<file path="src/rtl/dmem_arb_pkg.sv">
// Shared types and constants for the data-memory arbiter.
// No logic of its own; widths here bound the legal read latency range (1..4).
// No flow control of its own; the arbiter consumes these definitions.
package dmem_arb_pkg;

  typedef enum logic {
    IDLE    = 1'b0,
    RD_WAIT = 1'b1
  } state_e;

  // Access size codes carried on the dqm lines
  localparam logic [1:0] DQM_BYTE = 2'b00;
  localparam logic [1:0] DQM_HALF = 2'b01;
  localparam logic [1:0] DQM_WORD = 2'b10;

  // Requester identities, also the encoding of grant_id
  localparam logic PORT_CORE = 1'b0;
  localparam logic PORT_DMA  = 1'b1;

  // lat_cnt holds RD_LAT-1 at most, RD_LAT <= 4
  localparam int LAT_W = 2;

  // Non-address part of a memory command, muxed as one bundle
  typedef struct packed {
    logic        we;
    logic [31:0] wdata;
    logic [1:0]  dqm;
  } mem_cmd_t;

endpackage

</file>
<file path="src/rtl/dmem_arbiter_rr_arb2.sv">
// rr_arb2: two-way pick between requesters, one-hot grant.
// Latency: purely combinational.
// Backpressure: none here; the caller gates the grant with its own accept window.
module rr_arb2 (
  input  logic       valid0,
  input  logic       valid1,
  input  logic       last_grant,
  input  logic       prio_fixed,
  output logic [1:0] grant
);

  // On contention: fixed mode always picks port 0, otherwise the port not served last
  always_comb begin
    grant = 2'b00;
    if (valid0 && valid1) begin
      grant = (prio_fixed || last_grant) ? 2'b01 : 2'b10;
    end else if (valid0) begin
      grant = 2'b01;
    end else if (valid1) begin
      grant = 2'b10;
    end
  end

endmodule

</file>
<file path="src/rtl/dmem_arbiter.sv">
// dmem_arbiter: shares one data-memory port between the core (port 0) and loader/DMA (port 1).
// Latency: memory command is combinational in the accept cycle; read data returns RD_LAT cycles later.
// Backpressure: the losing port, and both ports while a multi-cycle read is outstanding, see req_ready=0.
module dmem_arbiter
  import dmem_arb_pkg::*;
#(
  parameter int AW      = 32,
  parameter int RD_LAT  = 1,
  parameter int PRIO_M0 = 0
) (
  input  logic          clk,
  input  logic          rst,
  input  logic          m0_req_valid,
  output logic          m0_req_ready,
  input  logic          m0_we,
  input  logic [AW-1:0] m0_addr,
  input  logic [31:0]   m0_wdata,
  input  logic [1:0]    m0_dqm,
  output logic          m0_rsp_valid,
  output logic [31:0]   m0_rdata,
  input  logic          m1_req_valid,
  output logic          m1_req_ready,
  input  logic          m1_we,
  input  logic [AW-1:0] m1_addr,
  input  logic [31:0]   m1_wdata,
  input  logic [1:0]    m1_dqm,
  output logic          m1_rsp_valid,
  output logic [31:0]   m1_rdata,
  output logic [AW-1:0] mem_addr,
  output logic          mem_we,
  output logic [31:0]   mem_wdata,
  output logic [1:0]    mem_dqm,
  input  logic [31:0]   mem_rdata,
  output logic          grant_id
);

  localparam logic [LAT_W-1:0] LAT_INIT   = LAT_W'(RD_LAT - 1);
  localparam logic             PRIO_FIXED = (PRIO_M0 != 0);

  state_e           state_q, state_d;
  logic [LAT_W-1:0] lat_cnt_q, lat_cnt_d;
  logic             last_grant_q, last_grant_d;
  logic             rsp_owner_q, rsp_owner_d;
  logic             rsp_pend_q, rsp_pend_d;

  logic [1:0] grant;
  logic       accept_en, win0, win1, accept, win_id, rsp_fire;
  mem_cmd_t   cmd0, cmd1, cmd_win;

  rr_arb2 u_rr_arb2 (
    .valid0    (m0_req_valid),
    .valid1    (m1_req_valid),
    .last_grant(last_grant_q),
    .prio_fixed(PRIO_FIXED),
    .grant     (grant)
  );

  // Accept window: IDLE and out of reset, so nothing leaks out while rst is held low
  assign accept_en = (state_q == IDLE) && rst;
  assign win0      = accept_en && grant[0];
  assign win1      = accept_en && grant[1];
  assign accept    = win0 || win1;
  assign win_id    = win1;

  // A pending read returns once the latency counter has run down
  assign rsp_fire  = rsp_pend_q && (lat_cnt_q == '0);

  assign cmd0 = '{we: m0_we, wdata: m0_wdata, dqm: m0_dqm};
  assign cmd1 = '{we: m1_we, wdata: m1_wdata, dqm: m1_dqm};

  // Memory command follows the winner in the accept cycle only, zero otherwise
  always_comb begin
    cmd_win  = '0;
    mem_addr = '0;
    if (win0) begin
      cmd_win  = cmd0;
      mem_addr = m0_addr;
    end else if (win1) begin
      cmd_win  = cmd1;
      mem_addr = m1_addr;
    end
  end

  assign mem_we    = cmd_win.we;
  assign mem_wdata = cmd_win.wdata;
  assign mem_dqm   = cmd_win.dqm;

  assign m0_req_ready = win0;
  assign m1_req_ready = win1;

  // Response is steered by the registered owner, so a new accept in the same cycle cannot redirect it
  assign m0_rsp_valid = rsp_fire && (rsp_owner_q == PORT_CORE);
  assign m1_rsp_valid = rsp_fire && (rsp_owner_q == PORT_DMA);
  assign m0_rdata     = m0_rsp_valid ? mem_rdata : '0;
  assign m1_rdata     = m1_rsp_valid ? mem_rdata : '0;

  // New winner when accepting; the reader keeps ownership while its data is in flight
  assign grant_id = accept ? win_id : ((state_q == RD_WAIT) ? rsp_owner_q : 1'b0);

  // Next state: record the accept, arm the latency counter for reads, count it down in RD_WAIT
  always_comb begin
    state_d      = state_q;
    lat_cnt_d    = lat_cnt_q;
    last_grant_d = last_grant_q;
    rsp_owner_d  = rsp_owner_q;
    rsp_pend_d   = rsp_pend_q;
    if (rsp_fire) begin
      rsp_pend_d = 1'b0;
    end
    case (state_q)
      IDLE: begin
        if (accept) begin
          last_grant_d = win_id;
          if (!cmd_win.we) begin
            rsp_pend_d  = 1'b1;
            rsp_owner_d = win_id;
            lat_cnt_d   = LAT_INIT;
            state_d     = (RD_LAT == 1) ? IDLE : RD_WAIT;
          end
        end
      end
      RD_WAIT: begin
        lat_cnt_d = lat_cnt_q - 1'b1;
        if (lat_cnt_q == LAT_W'(1)) begin
          state_d = IDLE;
        end
      end
      default: state_d = IDLE;
    endcase
  end

  // State registers; reset drops any read in flight
  always_ff @(posedge clk or negedge rst) begin
    if (!rst) begin
      state_q      <= IDLE;
      lat_cnt_q    <= '0;
      last_grant_q <= PORT_DMA;
      rsp_owner_q  <= PORT_CORE;
      rsp_pend_q   <= 1'b0;
    end else begin
      state_q      <= state_d;
      lat_cnt_q    <= lat_cnt_d;
      last_grant_q <= last_grant_d;
      rsp_owner_q  <= rsp_owner_d;
      rsp_pend_q   <= rsp_pend_d;
    end
  end

endmodule

</file>
<file path="config.mk">
export PLATFORM = sky130hd
export DESIGN_NAME = dmem_arbiter
export DESIGN_NICKNAME = d
export VERILOG_FILES = /design/src/rtl/dmem_arb_pkg.sv /design/src/rtl/dmem_arbiter_rr_arb2.sv /design/src/rtl/dmem_arbiter.sv
export SDC_FILE = /design/constraint.sdc
export NUM_CORES = 1
export LEC_CHECK = 0
export CORE_AREA = 2 2 118 120
export DETAILED_ROUTE_END_ITERATION = 16
export DIE_AREA = 0 0 120 122
export PLACE_DENSITY = 0.5
export SLEW_MARGIN = 20
export SYNTH_ARGS = -nofsm -noshare
export SYNTH_HDL_FRONTEND = slang
export SYNTH_HIERARCHICAL = 1
export SYNTH_SLANG_ARGS = --single-unit
</file>
<file path="constraint.sdc">
create_clock -name clk -period 1.98 [get_ports clk]
set_input_delay 0.396 -clock clk [delete_from_list [all_inputs] [get_ports clk]]
set_output_delay 0.396 -clock clk [all_outputs]
set_load 0.01 [all_outputs]
</file>
==> summary.md <==
| Metric | Value |
|---|---|
| Max-slew violations | `0` |
| CP required | `1580 ps` |
| GRT Total Usage | `13.9%` |
| Leak | `2.39 nW` |
| Slowest cell on crit path | `dfstp_2` |
| Clock transition at path regs | `40 ps` |
| Max cap viols | `0` |
| Core area | `13500 um^2` |
| Fmax | `448 MHz` |
| Post-CTS Hold Buffers | `0` |
| Antenna violations before repair | `0` |
| Synth unique cells | `26` |
| Total CTS buffers | `3` |
| Die width | `120 um` |
| Share of cells above drive strength 1 | `38.1%` |
| Ports | `306` |
| WS Path Type | `reg2out` |
| CTS max path bufs | `2` |
| Hold slack final | `242 ps` |
| CTS tree | `built` |
| Grt total ovfl | `0` |
| Outcome | `finished with violations` |
| Mean area per synthesized cell | `7.63 um^2` |
| Post-Synthesis Cells | `193` |
| Final setup violation count | `67` |
| Routed Antenna Nets | `0` |
| ANT cells | `0` |
| Crit start category | `flop` |
| Cell area power density | `356 nW/um^2` |
| Vias per Instance | `4.05` |
| Synth Register Bits | `6` |
| Critical Path Fanout Max | `7` |
| Area grow syn2layout | `235%` |
| RR Startpoint | `last_grant_q$_DFFE_PN1P_` |
| Yosys warning count | `6` |
| RSZ-0062 raised after global routing | `yes` |
| CTS root buf | `clkbuf_16` |
| Setup slack after layout | `-251 ps` |
| Clk_skew | `2.07 ps` |
| Initial DRT Pass Iterations | `4` |
| Crit path capture type | `output port` |
| GP Congestion | `0.769` |
| Pwr Total | `1.76 mW` |
| Worst skew pair latency | `230 ps` |
| Initial cell density of the core | `10.9%` |
| H-tree depth | `1` |
| HP Class | `in2async` |
| Initial DRC Count | `56` |
| Critical Path AT | `1830 ps` |
| PortBufs | `305` |
| Bufs and invs on worst path | `4` |
| Largest net degree at the start of global routing | `27` |
| CTS sink count | `6` |
| Routed via count | `2858` |
| Routed wire length | `11700 um` |
| Die Ht | `122 um` |
| Top Family by Delay on Critical Path | `buffers and inverters` |
| Core Rows | `43` |
| Routed len/inst | `16.6 um` |
| Residual DRC | `0` |
| First-pass GRT wire length | `15900 um` |
| Failing checks | `negative setup slack` |
| CP startpoint | `last_grant_q$_DFFE_PN1P_` |
| HPWL after DPL | `8230 um` |
| Worst path depth | `8` |
| Seq/Total Area, Yosys | `10.3%` |
| Final TNS setup | `-13870 ps` |
| Critical Path, Cell by Cell | `nor2_1 > a21boi_1 > buf_4 > nor2_4 > buf_12 > buf_16 > a22o_1 > buf_2` |
| Synthesized cell area | `1470 um^2` |
| Final hold violations | `0` |
| DIE AREA | `14600 um^2` |
| Tmin final | `2230 ps` |
| Worst r2r path cells | `9` |
| Max stage delay on crit path | `530 ps` |
| Nets@finish | `698` |
| Period utilization | `113%` |
| Max VDD drop | `0.000254 V` |
| Slack of the worst reg-to-reg path | `210 ps` |
| Vias in the first global route | `2831` |
## through the flow
| stage | setup slack [ps] | utilization [%] | cell area [um^2] | cells |
|---|---|---|---|---|
| after floorplan | 92.6 | - | 1480 | 194 |
| after global placement | -801 | 35.8 | 4840 | 678 |
| after detailed placement | -815 | 35.8 | 4840 | 678 |
| after CTS | -290 | 35.6 | 4800 | 700 |
| after global routing | -324 | 36.5 | 4930 | 705 |
| final | -251 | 36.5 | 4930 | 705 |
## cell usage in the layout (no fill, tap or decap), types with 2 or more instances in the layout
cell,Yosys,layout
and2_4,0,12
clkbuf_16,0,6
inv_1,7,5
buf_8,0,2
and2_1,66,54
nand2_1,2,2
dfrtp_1,5,5
and3_4,0,2
buf_12,0,8
dlygate4sd2_1,0,4
nor2_1,4,3
clkbuf_2,0,15
buf_16,0,10
inv_2,0,2
conb_1,1,2
buf_4,4,18
buf_6,3,24
a22o_1,69,69
clkdlybuf4s50_1,0,166
buf_2,8,97
## cell families (layout without fill, tap and decap cells)
kind of cell / Yosys count / in the layout / synth area share, %
fa+ha+maj: 2 / 2 / 1.70
simple gates: 78 / 78 / 32.2
other cells: 1 / 2 / 0.255
xor+xnor: 1 / 1 / 0.595
compound gates: 77 / 77 / 44.6
flops: 6 / 6 / 10.3
buf+inv: 28 / 359 / 10.4
## path summary, 6_finish.rpt
path                                             to
hold / removal             lat_cnt_q[1]$_DFFE_PN0P_
max in group asynchronous  last_grant_q$_DFFE_PN1P_
setup reg to reg           lat_cnt_q[1]$_DFFE_PN0P_
setup / recovery                        mem_addr[6]
min in group clk           last_grant_q$_DFFE_PN1P_
hold reg to reg            last_grant_q$_DFFE_PN1P_
## cells in the mapped netlist, drive strengths merged
cell type / number / area [um^2]
dfstp: 1 / 26.3
a21boi: 1 / 7.51
xnor2: 1 / 8.76
nand2b: 1 / 6.26
a22o: 69 / 604
nand3b: 1 / 7.51
a21oi: 1 / 5.00
a2bb2oi: 1 / 8.76
dfrtp: 5 / 125
inv: 7 / 26.3
and2: 66 / 413
nor2b: 2 / 12.5
ha: 2 / 25.0
conb: 1 / 3.75
a221oi: 1 / 8.76
buf: 15 / 104
o22ai: 1 / 6.26
o21ai: 2 / 10.0
and3: 2 / 12.5
clkbuf: 6 / 22.5
a31oi: 1 / 6.26
nor2: 4 / 15.0
nand2: 2 / 7.51
## layout make-up
type	instances	area, um^2
multi-input cells	160	1230
clock buffers	4	78.8
fillers	1466	8570
flip-flops and latches	6	151
repair buffers	348	3210
inverters	7	26.3
well taps	180	225
## where the power goes
part           internal, mW  switching (mW)  leakage (nW)  total [mW]
registers             0.143          0.0133        0.0773       0.157
clock network         0.268          0.0728        0.0382       0.340
logic                 0.794           0.466          2.28        1.26
total                  1.20           0.552          2.39        1.76
## registers in the layout (all words and copies together), names as in the netlist
register and cells:
lat_cnt_q 2, last_grant_q 1, rsp_owner_q 1, rsp_pend_q 1, state_q 1
## metal layers
metal	part of all wire [%]	global-route usage [%]	wire (um)
met4	0.34	1.54	40
met2	52	27.6	6140
met5	0	0	0
met3	9.3	3.28	1090
met1	38	15.4	4430
## timing repair
action	4_1_cts	5_1_grt
gates cloned	10	3
resized for setup	541	56
pin swaps	11	18
endpoints found under the setup margin	136	135
buffers inserted	9	5
Note: power is estimated with default switching activity, not from simulation.
